`src/rtl/pwled_pkg.sv`:
```
// Shared definitions for the password LED controller: FSM state encoding
// and the default values of the top-level parameters.
package pwled_pkg;

  localparam int DEFAULT_MAX_DIGITS   = 6;
  localparam int DEFAULT_BLINK_DIV    = 25_000_000;
  localparam int DEFAULT_BLINK_HALVES = 6;

  typedef enum logic [1:0] {
    ENTRY     = 2'd0,
    SHOW_OK   = 2'd1,
    SHOW_FAIL = 2'd2
  } state_t;

endpackage

```
`src/rtl/password_led_controller_blink_timer.sv`:
```
// Result-display timer: after start it counts BLINK_HALVES half-periods of
// BLINK_DIV cycles each, exposing the half-period index and a final-cycle done.
module blink_timer #(
  parameter  int BLINK_DIV    = 4,
  parameter  int BLINK_HALVES = 6,
  localparam int DIV_W        = $clog2(BLINK_DIV + 1),
  localparam int HALF_W       = $clog2(BLINK_HALVES + 1)
) (
  input  logic              clk,
  input  logic              rst_n,
  input  logic              start,
  output logic              tick,
  output logic [HALF_W-1:0] half_idx,
  output logic              done
);

  logic             active;
  logic [DIV_W-1:0] div_cnt;

  assign tick = active && (div_cnt == DIV_W'(BLINK_DIV - 1));
  assign done = tick && (half_idx == HALF_W'(BLINK_HALVES - 1));

  // NOTE: sequential state uses non-blocking assignments so every register
  // samples the pre-edge values of the others, independent of statement order.
  always_ff @(posedge clk or negedge rst_n) begin
    if (!rst_n) begin
      active   <= 1'b0;
      div_cnt  <= '0;
      half_idx <= '0;
    end else if (start) begin
      active   <= 1'b1;
      div_cnt  <= '0;
      half_idx <= '0;
    end else if (done) begin
      active   <= 1'b0;
      div_cnt  <= '0;
      half_idx <= '0;
    end else if (tick) begin
      div_cnt  <= '0;
      half_idx <= half_idx + 1'b1;
    end else if (active) begin
      div_cnt  <= div_cnt + 1'b1;
    end
  end

endmodule

```
`src/rtl/password_led_controller.sv`:
```
// Password entry LED controller: thermometer display of entered digits and a
// timed OK/FAIL result display. Define PASSWORD_LED_BLINK_EN for blinking patterns.
module password_led_controller
  import pwled_pkg::*;
#(
  parameter  int MAX_DIGITS   = DEFAULT_MAX_DIGITS,
  parameter  int BLINK_DIV    = DEFAULT_BLINK_DIV,
  parameter  int BLINK_HALVES = DEFAULT_BLINK_HALVES,
  localparam int CNT_W        = $clog2(MAX_DIGITS + 1),
  localparam int HALF_W       = $clog2(BLINK_HALVES + 1)
) (
  input  logic                  clk,
  input  logic                  rst_n,
  input  logic                  digit_valid,
  input  logic                  backspace,
  input  logic                  clear,
  input  logic                  result_valid,
  input  logic                  result_ok,
  output logic [MAX_DIGITS-1:0] led,
  output logic [CNT_W-1:0]      count,
  output logic                  full,
  output logic                  busy
);

  // Fail pattern on even half-periods: bit 0 set, alternating upward.
  localparam logic [MAX_DIGITS-1:0] FAIL_EVEN = MAX_DIGITS'(32'h5555_5555);

  state_t              state_q, state_d;
  logic [CNT_W-1:0]    count_q, count_d;
  logic                timer_start;
  logic                timer_tick;
  logic                timer_done;
  logic [HALF_W-1:0]   half_idx;
  logic                odd_half;
  logic                unused_timer;

  blink_timer #(
    .BLINK_DIV    (BLINK_DIV),
    .BLINK_HALVES (BLINK_HALVES)
  ) u_blink_timer (
    .clk      (clk),
    .rst_n    (rst_n),
    .start    (timer_start),
    .tick     (timer_tick),
    .half_idx (half_idx),
    .done     (timer_done)
  );

  assign unused_timer = ^{timer_tick, half_idx};

  assign count = count_q;
  assign full  = (count_q == CNT_W'(MAX_DIGITS));
  assign busy  = (state_q != ENTRY);

  always_ff @(posedge clk or negedge rst_n) begin
    if (!rst_n) begin
      state_q <= ENTRY;
      count_q <= '0;
    end else begin
      state_q <= state_d;
      count_q <= count_d;
    end
  end

  // NOTE: every output of this block is given a default first, so no path
  // leaves a signal unassigned and no latch can be inferred.
  always_comb begin
    state_d     = state_q;
    count_d     = count_q;
    timer_start = 1'b0;
    case (state_q)
      ENTRY: begin
        // A finished check wins over any simultaneous edit of the entry.
        if (result_valid) begin
          state_d     = result_ok ? SHOW_OK : SHOW_FAIL;
          timer_start = 1'b1;
        end else if (clear) begin
          count_d = '0;
        end else if (backspace) begin
          if (count_q != '0) count_d = count_q - 1'b1;
        end else if (digit_valid) begin
          if (!full) count_d = count_q + 1'b1;
        end
      end
      SHOW_OK, SHOW_FAIL: begin
        if (timer_done) begin
          state_d = ENTRY;
          count_d = '0;
        end
      end
      default: begin
        state_d = ENTRY;
        count_d = '0;
      end
    endcase
  end

`ifdef PASSWORD_LED_BLINK_EN
  assign odd_half = half_idx[0];
`else
  assign odd_half = 1'b0;
`endif

  always_comb begin
    led = '0;
    case (state_q)
      ENTRY: begin
        for (int i = 0; i < MAX_DIGITS; i++) begin
          led[i] = (int'(count_q) > i);
        end
      end
      SHOW_OK:   led = odd_half ? '0 : '1;
      SHOW_FAIL: led = odd_half ? ~FAIL_EVEN : FAIL_EVEN;
      default:   led = '0;
    endcase
  end

endmodule

```
`config.mk`:
```
export PLATFORM = sky130hd
export DESIGN_NAME = password_led_controller
export DESIGN_NICKNAME = d
export VERILOG_FILES = /design/src/rtl/pwled_pkg.sv /design/src/rtl/password_led_controller_blink_timer.sv /design/src/rtl/password_led_controller.sv
export SDC_FILE = /design/constraint.sdc
export NUM_CORES = 1
export LEC_CHECK = 0
export ABC_CLOCK_PERIOD_IN_PS = 2900
export CAP_MARGIN = 0
export CORE_MARGIN = 2
export CORE_UTILIZATION = 50
export DETAILED_ROUTE_END_ITERATION = 10
export HOLD_SLACK_MARGIN = 0.1
export PLACE_DENSITY = 0.78
export REMOVE_ABC_BUFFERS = 1
export SETUP_SLACK_MARGIN = 0.3
export SLEW_MARGIN = 20
export SYNTH_ARGS = -nofsm -noshare
export SYNTH_HDL_FRONTEND = slang
export SYNTH_SLANG_ARGS = --single-unit
export TNS_END_PERCENT = 50
```
`constraint.sdc`:
```
create_clock -name clk -period 2.9 [get_ports clk]
set_input_delay 0.725 -clock clk [delete_from_list [all_inputs] [get_ports clk]]
set_output_delay 0.725 -clock clk [all_outputs]
set_load 0.01 [all_outputs]
```
Yosys cells after proc, flatten, opt, wreduce, memory -nomap -nowiden
Cells that the tools add are included.
{"block": "classes", "n_addsub": 4, "magnitude_cmp": 6, "eq_ne": 11, "mux": 24, "reduce_logical": 11}
{"operator": "2-to-1 mux 25 bit", "n": 4}
{"operator": "2-to-1 mux 3 bit", "n": 10}
{"operator": "adder 25 x 1 -> 25 bit, second input constant", "n": 1}
{"operator": "equality test 25 bit, second input constant", "n": 1}
{"operator": "case mux 6 bit (3 select lines)", "n": 1}
{"operator": "!= test 4 bit, second input constant", "n": 3}
{"operator": "adder 3 x 1 -> 3 bit, second input constant", "n": 2}
{"operator": "equality test 3 bit, second input constant", "n": 2}
{"operator": "> comparator 3 x 1 -> 1 bit, second input constant", "n": 2}
{"operator": "> comparator 3 x 2 -> 1 bit, second input constant", "n": 2}
{"operator": "> comparator 3 bit, second input constant", "n": 2}
{"operator": "2-to-1 mux 2 bit", "n": 3}
{"operator": "!= test 2 bit, second input constant", "n": 3}
{"operator": "case mux 3 bit (2 select lines)", "n": 1}
{"operator": "nonzero test 3 bit", "n": 2}
{"operator": "AND reduction 5 bit", "n": 1}
{"operator": "2-to-1 mux 1 bit", "n": 4}
{"operator": "case mux 2 bit (2 select lines)", "n": 1}
{"operator": "nonzero test 2 bit", "n": 2}
{"operator": "nonzero test 4 bit", "n": 1}
{"operator": "subtractor 3 x 1 -> 3 bit, second input constant", "n": 1}
{"operator": "equality test 2 x 1 -> 1 bit, second input constant", "n": 1}
{"operator": "equality test 2 bit, second input constant", "n": 1}
{"operator": "logical AND 1 bit", "n": 2}
{"operator": "other kinds (3)", "n": 3}
{"block": "word_totals", "reg_bits": 34}

Depth between registers and ports, before layout
Gate-level depths: netlist of run 1.
{"block": "depth", "ltp_word": 7, "mapped_depth": 8}

Hierarchy
Synthesis of run 1 repeated with hierarchy kept, for this count alone.
{"block": "unflattened", "cells_unflattened": 239, "area_unflattened_um2": 2197.1}
{"module": "blink_timer", "instances": 1, "cells_per_inst": 177, "area_each_um2": 1672.9, "seq_area_each_um2": 725.7}
{"module": "password_led_controller", "instances": 1, "cells_per_inst": 62, "area_each_um2": 524.3, "seq_area_each_um2": 125.1}

Worst setup path after synthesis of run 1
No wires, ideal clock.
{"block": "synth_path", "path_kind": "register to register", "start": "register u_blink_timer.div_cnt[0]", "end": "register count_q[0], in the netlist count[0]", "setup_time_ns": 0.125, "arrival_ns": 2.027, "slack_ns": 0.748, "path_stages_with_launch": 7, "path_cell_list": "dfrtp_1 > ha_1 > nand4_2 > or2_4 > o41a_1 > a311o_1 > mux2_2"}
{"block": "synth_between", "elab_chain_cells": 5}
{"element": "start, declared", "line_no": "password_led_controller_blink_timer.sv:18", "rtl": "logic [DIV_W-1:0] div_cnt;"}
{"element": "start signal, assigned", "line_no": "password_led_controller_blink_timer.sv:42", "rtl": "div_cnt <= div_cnt + 1'b1;"}
{"element": "equality test 25 bit", "line_no": "password_led_controller_blink_timer.sv:20", "rtl": "assign tick = active && (div_cnt == DIV_W'(BLINK_DIV - 1));"}
{"element": "logical AND 1 bit", "line_no": "password_led_controller_blink_timer.sv:20"}
{"element": "logical AND 1 bit", "line_no": "password_led_controller_blink_timer.sv:21", "rtl": "assign done = tick && (half_idx == HALF_W'(BLINK_HALVES - 1));"}
{"element": "!= test 2 bit (no source line)"}
{"element": "AND reduction 5 bit (no source line)"}
{"element": "end signal, assigned", "line_no": "password_led_controller.sv:61", "rtl": "count_q <= count_d;"}
{"element": "end, declared", "line_no": "password_led_controller.sv:29", "rtl": "logic [CNT_W-1:0] count_q, count_d;"}
Every way passes these cells.
A chain may end at the register's enable or synchronous reset.

Final worst setup path of run 1
{"block": "layout_path", "start": "register count_q[1], in the netlist count[1]", "end": "output port led[0]"}
{"block": "layout_between", "elab_chain_cells": 2}
{"element": "> comparator 3 x 1 -> 1 bit", "line_no": "password_led_controller.sv:109", "rtl": "led[i] = (int'(count_q) > i);"}
{"element": "case mux 6 bit (3 select lines)", "line_no": "password_led_controller.sv:106", "rtl": "case (state_q)"}
{"element": "end, declared", "line_no": "password_led_controller.sv:19", "rtl": "output logic [MAX_DIGITS-1:0] led,"}
Every way passes these cells.

==> flow_results.org, run 1 <==
** Yosys
- Per-instance average area after synthesis :: 8.711 um2
- Largest area contributor in the netlist :: dfrtp_1
- Summing the areas of all compound-gate instances in the mapped netlist gives 10.92% of the synthesized area.
- Synthesized-area fraction occupied by adder cells :: 6.639%
- Top post-synthesis cells by area :: dfrtp_1 41%, ha_1 6.6%, nor2_1 6.5%
- Post-Synthesis Cell Area :: 0.002073 mm2
- After synthesis, the share of flip-flops with an asynchronous set or reset is 100.0%.
- Counting flops with a built-in enable in the synthesized netlist gives 0.
- Of the post-synthesis cell area, the part taken by muxes is about 1%.
- For this run, the number of Yosys warnings is 0.
- Counting every instance in the synthesized netlist gives 238.
- Sequential share of the synthesized area :: 41.04%
- For this run, the leading register cell type out of synthesis is dfrtp_1.
- In this run, synthesis produced a sequential element count of 34.
- Top-area cell type share of the netlist area :: 41.04%
- Summing the areas of all xor and xnor instances in the mapped netlist gives 8.871% of the synthesized area.
- The synthesized netlist devotes roughly 28% of its cell area to simple gates.
- Counting distinct cell types in the post-synthesis netlist gives 41.
- By area, the combinational part of the netlist is dominated by simple AND/OR/NAND/NOR gates.

** Power and ir drop
- The worst-case IR drop observed on VDD is 0.3179 mV.
- Power spread over the standard cell area amounts to 676.2 mW/mm2.
- Leakage Power :: 0.001049 uW

** Worst setup path
- Critical Path Sink :: led[0]
- Req. time, crit path :: 2.17 ns
- Critical path class :: flip-flop to output port
- Critical Path Start :: count[1]
- Startpoint Class :: flip-flop
- The worst setup path is captured at an output port.
- Measured in cells, the most critical reg-to-reg path has a length of 6.
- In this run the critical register-to-register path is captured at count[0].
- The worst register-to-register path begins at u_blink_timer.div_cnt[0].
- Across all register-to-register paths, the minimum setup slack is 0.51 ns.
- Data on the critical path arrives at its endpoint at 1.88 ns.
- Maximum fanout encountered on the critical timing path :: 7

** Die
- Die width :: 68.40 um
- From bottom edge to top edge, the die measures 68.40 um.
- Once the floorplan was initialized, standard cells occupied around half of the core.
- Num rows :: 23
- Die area :: between 0.004 and 0.005 mm2
- Total core area :: 0.004000 mm2
- I/O pin count :: 18

** Detailed routing
- Vias per inst :: 5.740
- Wire length after detailed routing :: between 4 and 5 mm
- In the final routed layout, each cell accounts on average for 14.41 um.
- Via count :: ~1800
- The pre-antenna-repair detailed-routing pass consisted of 4 iterations.
- In the routed design, unresolved DRC markers number 0.
- Remaining number of nets flagged by the antenna check after routing :: 0
- In this run, the number of DRC markers left after iteration 0 of detailed routing was between 90 and 100.

** Run status
- Outcome :: complete, no violations

** Timing
- Total negative slack for setup checks :: 0 ns
- In this run the tightest slew margin relative to its limit is 42.85%.
- After layout, the worst path uses 89.92% of the clock period.
- Maximum achievable frequency :: 0.3835 GHz
- The tightest hold path in the finished design has a slack of around 0.51 ns.
- Setup repair after global routing missed its margin :: true
- The routed design could run at a clock period as short as 2.608 ns.
- Final hold violation count :: 0
- Worst clock skew :: ~0.0046 ns
- Number of pins exceeding their max-slew limit in the final report :: 0
- Setup violations remaining at the end of the flow were counted as 0.
- Tightest Pin Transition :: 0.8494 ns

** Global route
- First-pass GRT wire length :: 7.721 mm
- Entering global routing, the biggest net connects 35 pins.
- The initial antenna violation count came to 0.
- The number of global-route vias before repair was ~1700.
- The total overflow left after global routing is 0.
- Global routing used 22.43% of the available tracks.

** Clock network
- The tree is rooted in a clkbuf_8.
- TritonCTS built the clock tree.
- Clock Tree Buf Depth :: 2
- Clock insertion delay at the later pin of the skew report :: 0.28 ns
- Total number of clock tree sinks :: 34
- Counting the buffers created by CTS gives 5.
- Clock input transition at the sequential cells of the worst setup and hold paths :: 0.07 ns
- CTS HTree Levels :: 2

** Finish
- The final layout contains 278 nets.
- For this run, the share of the core covered by cells in the final layout is ~60%.
- 0 antenna diodes ended up in the layout.
- Post-Layout Cell Count :: just over 300
- Of the cells placed in the final design, the portion with a size suffix greater than 1 is 8.046%.
- With fillers left out, the area of the finished cells amounts to 0.002419 mm2.
- Compared with the post-synthesis result, the final layout area differs by 16.66%.

** Worst hold path
- Min-delay worst type :: flip-flop to flip-flop

** Placed design
- Detailed placement ended at an HPWL of 3.234 mm.
- RD Place Congestion :: 0.8793
- Input/output buffers :: 17
- Total placed instance area :: 0.002307 mm2
- The number of placed instances, taps included, is 302.

** Run
- The tool flagged a number of max-cap violations equal to 0.
cell usage in the layout (no fill, tap or decap), types with 2 or more instances in the layout:
cell / n
nor3b_1: 2
clkbuf_8: 6
nand2b_1: 4
nand2_1: 20
a31oi_1: 3
nand3b_1: 3
and3_1: 4
ha_1: 10
inv_1: 10
xor2_1: 14
dfrtp_1: 33
o21ai_0: 8
nand4_1: 9
nor2_1: 36
clkdlybuf4s50_1: 13
nand3_1: 17
nor4_1: 5
xnor2_1: 7
a21oi_1: 12
o31ai_1: 3
dlygate4sd2_1: 3
buf_4: 5
nor3_1: 7
how the worst min path moves through the flow:
stage	end	slack [ns]	cells after the start	startpoint
finish	u_blink_timer.div_cnt[17]	0.51	1	u_blink_timer.div_cnt[17]
global route	u_blink_timer.div_cnt[17]	0.54	1	u_blink_timer.div_cnt[17]
CTS	u_blink_timer.div_cnt[17]	0.51	1	u_blink_timer.div_cnt[17]
detailed placement	u_blink_timer.div_cnt[17]	0.50	1	u_blink_timer.div_cnt[17]
global placement	u_blink_timer.div_cnt[17]	0.50	1	u_blink_timer.div_cnt[17]
floorplan	count[0]	0.43	0	rst_n
critical path, stage by stage (launching register included):
cell and delay (ns):
dfrtp_1 0.46, inv_1 0.13, ha_1 0.20, nand2b_1 0.10
a21oi_1 0.08, nor2_1 0.09, clkdlybuf4s50_1 0.54
power breakdown:
group | internal, uW | total, uW | switching (uW)
combinational | 324 | 695 | 372
clock | 191 | 351 | 160
sequential | 523 | 589 | 65.9
total | 1040 | 1640 | 598
registers in the layout, summed over array words and instances, names as in the netlist:
signal and flops:
u_blink_timer.half_idx 3, u_blink_timer.div_cnt 25, u_blink_timer.active 1, count 3, state_q 2
stage by stage:
step	setup slack, ns	total power [uW]
6_report	0.2924	1635
3_5_place_dp	0.2132	1281
5_1_grt	0.1839	1745
3_3_place_gp	0.2823	1269
4_1_cts	0.2294	1647
2_1_floorplan	0.7481	983.3
timing repair:
item	4_1_cts	5_1_grt
hold buffers	0	0
gates resized for setup	7	2
setup endpoints to repair	6	5
hold endpoints to repair	0	0
pin swaps	0	0
buffers inserted	1	0
layer usage:
layer	track usage, %	share of wire, %	vias up
li1	-	-	881
met2	35.46	48	34
met5	0	0	-
met1	30.16	46	865
met4	9.250	1.4	0
met3	3.947	4.2	5
logic make-up after synthesis:
family,count (synthesis)
and+or+nand+nor,116
AOI/OAI and AO/OA,36
DFF,34
xor gates and xnor gates,21
buffers and inverters,18
adders and majority gates,11
muxes,2
cells in the mapped netlist (2+ instances only):
cell type	count
clkbuf_1	5
xnor2_1	7
nand3_1	17
o21ai_0	9
nor3_1	7
nand3b_1	3
nor4_1	5
xor2_1	14
buf_2	2
nand2b_1	4
ha_1	11
nand2_1	20
nor3b_1	2
o31ai_1	3
nor2_1	36
dfrtp_1	34
a31oi_1	3
nand4_1	9
inv_1	11
a21oi_1	12
and3_1	4
area by class of cell:
type | instances | area [um2]
fill | 353 | 1582
multi-input combinational | 186 | 1165
sequential | 34 | 852.1
timing repair buffer | 22 | 206.4
clock buffer | 7 | 86.33
tap | 50 | 62.56
inverter | 11 | 41.29
clock inverter | 1 | 5.005
(Power assumes the default switching activity.)
==> run 2, diff against run 1 <==
==> constraint.sdc (replaced) <==
create_clock -name clk -period 2.9 [get_ports clk]
set_input_delay 0.58 -clock clk [delete_from_list [all_inputs] [get_ports clk]]
set_output_delay 0.58 -clock clk [all_outputs]
set_load 0.01 [all_outputs]
==> run 2 against run 1 <==
Via count down 0.17%. Clock-buffer cell count is the same. Cell count increased by 0.32%. Sequential share of layout area shrank 0.15 points. Flip-flop and latch count stayed put. Clock power up 3%. Register-to-register slack better by 0.05 ns. Power rose by 1.1%. Combinational power is 2% higher. Global-route usage shrank 0.82 points. Clock skew grew 0.0038 ns. Highest routed layer unchanged.
==> flow_results.org, run 2 (synthesis gave the netlist of run 1 again) <==
** Run status
- The run finished with clean final reports.

** Finish
- Post-Layout Cell Count :: 312
- Relative area change from synthesis to final layout :: 17.14%
- Leaving out fill and tap cells, the most frequent cell in the layout is nor2_1.
- Register bank with the most flops :: u_blink_timer.div_cnt
- In the layout the commonest cells are 36 x nor2_1, 33 x dfrtp_1, 20 x nand2_1.
- The final layout contains 279 nets.
- Diodes inserted :: 0
- Final Instance Area :: between 0.002 and 0.0025 mm2
- The register with the most flip-flops in the layout has 25 of them.
- Fraction of layout cells with a size suffix above 1 :: 8.015%

** Worst setup path
- Endpoint kind of the worst setup timing path :: output port
- Critical path class :: flip-flop to output port
- In this run the critical register-to-register path is launched from u_blink_timer.div_cnt[0].
- Maximum fanout encountered on the critical timing path :: 6
- STA classifies the critical path startpoint as a flip-flop.
- STA puts the critical path data arrival time at 1.98 ns.
- Req. time, crit path :: 2.32 ns
- Cells on worst reg2reg path :: 6
- Slack of the worst reg-to-reg path :: roughly 0.56 ns
- Crit Reg-Reg Endpoint :: count[0]

** Placed design
- Including well taps, the total number of placed cells is 304.
- The HPWL after detailed placement is 3.268 mm.
- Buffers placed on the I/O ports in this run total 17.
- Total placed instance area :: 0.002322 mm2
- At the end of routability-driven placement, the weighted congestion stood at 0.8142.
- Pre-CTS setup slack :: 0.4592 ns

** Timing
- For the finished layout, the period the worst path requires is 2.559 ns.
- The final max-slew violation count came to 0.
- Summed over all failing endpoints, the final setup total negative slack is 0 ns.
- Fraction of the cycle the final worst path needs :: around 90%
- Setup violations remaining at the end of the flow were counted as 0.
- Maximum achievable frequency :: roughly 0.4 GHz
- In this run the tightest slew margin relative to its limit is 42.10%.
- For the pin with the worst max-slew slack, the measured transition is 0.8606 ns.
- The final number of hold-violating endpoints was 0.
- After layout, the worst setup slack is 0.3408 ns.
- Setup repair after global routing missed its margin :: true
- Worst clock skew :: about 0.0084 ns

** Die
- In this run the horizontal extent of the chip is 68.40 um.
- Pin placement for this block handled 18 I/O pins.
- From bottom edge to top edge, the die measures 68.40 um.
- Starting density of the core :: 51.83%
- The die covers between 0.004 and 0.005 mm2.
- Num rows :: 23
- The floorplan step defined a core boundary enclosing 0.004000 mm2.

** Global route
- In this run the most used layer during global routing was met2.
- Global routing consumed, on the met1 layer, 30.81% of the routing resources.
- Global routing consumed, over all layers together, 21.60% of the routing resources.
- First-pass GRT wire length :: roughly 7.6 mm
- Leftover overflow at the end of global routing :: 0
- Initial antenna violation count :: 0
- Via count of the first global-routing pass :: 1641
- In the global route stage, met3 resource usage came out at 5.428%.
- Maximum number of pins on one net before global-route repair :: 35
- Met2 global-route usage :: roughly a third

** Clock network
- Number of buffers created by CTS :: 5
- Clock latency on the worst-skew pair, taken at its later pin, is 0.29 ns.
- Number of buffers inserted to repair setup after CTS :: 0
- TritonCTS clock tree :: done
- Clock input transition at the sequential cells of the worst setup and hold paths :: 0.07 ns
- Total number of clock tree sinks :: 34
- CTS placed an instance of clkbuf_8 at the clock tree root.
- The H-tree generated during clock tree synthesis spans 2 levels.
- Clock Tree Buf Depth :: 2
- After clock tree synthesis, the flow added hold-fix buffers numbering 0.
- Number of gates resized after CTS :: 3

** Power and ir drop
- Total Power :: 1654 uW
- The worst-case IR drop observed on VDD is around 0.33 mV.
- Leakage Power :: about 0.0010 uW
- Power spread over the standard cell area amounts to 681.1 mW/mm2.

** Detailed routing
- Summing over every cut layer, the via total after detailed routing is approximately 1800.
- The count of nets left with antenna violations once routing finished came out at 0.
- After detailed routing, the total wire length is 4.551 mm.
- Wire per inst :: 14.59 um
- The pre-antenna-repair detailed-routing pass consisted of 5 iterations.
- In the routed layout, each cell is associated on average with a via count of approximately 5.7.
- The first routing iteration left 173 violations.
- In the routed design, unresolved DRC markers number 0.

** Worst hold path
- In this run the most critical hold path is launched from u_blink_timer.div_cnt[17].
- Min-delay worst type :: flip-flop to flip-flop
- Hold worst-path end :: u_blink_timer.div_cnt[17]
- Counting instances, the worst hold path has a depth of 1.

** Run
- Count of max-cap constraint violations :: 0
-- run 2: cell types whose count changed in the layout (fill, tap and decap cells not counted), sizes merged --
cell	delta
clkdlybuf4s50	+2
dlygate4sd2	-2
buf	+1
-- run 2: per-stage QoR --
stage | utilization, % | hold WS [ns]
after floorplan | - | 0.2844
after global placement | 58.05 | 0.5027
after detailed placement | 58.05 | 0.5056
after CTS | 60.62 | 0.5151
after global routing | 60.71 | 0.5446
final | 60.71 | 0.5297
-- run 2: where the power goes --
part           internal, uW  switching [uW]
clock                   191             168
combinational           335             372
sequential              523            65.0
total                  1050             605
-- run 2: worst max-delay path: stages, from the launching register on --
cell and delay, ns:
dfrtp_2 0.42, inv_1 0.11, ha_1 0.22, o21ai_0 0.22
a21oi_1 0.10, nor2_1 0.09, clkdlybuf4s50_1 0.54
-- run 2: final cells by class --
class | instances | area (um2)
Fill cell | 339 | 1572
Clock inverter | 1 | 5.005
Sequential cell | 34 | 852.1
Inverter | 11 | 41.29
Tap cell | 50 | 62.56
Multi-Input combinational cell | 186 | 1165
Timing Repair Buffer | 23 | 216.5
Clock buffer | 7 | 86.33
-- run 2: how the worst max path moves through the flow --
stage                                   from       end  slack, ns  cells past startpoint
CTS                               state_q[0]    led[1]       0.28                      6
global route                        count[0]    led[2]       0.19                      6
floorplan           u_blink_timer.div_cnt[0]  count[0]       0.75                      6
detailed placement                state_q[0]    led[5]       0.46                      6
finish                              count[0]    led[2]       0.34                      6
global placement                  state_q[0]    led[5]       0.49                      6
-- run 2: metal layers --
metal | routed length [um] | vias to the layer above | part of all wire [%]
li1 | - | 878 | -
met1 | 2205 | 856 | 48
met2 | 2110 | 43 | 46
met3 | 187 | 5 | 4.1
met4 | 47 | 0 | 1.0
met5 | 0 | - | 0
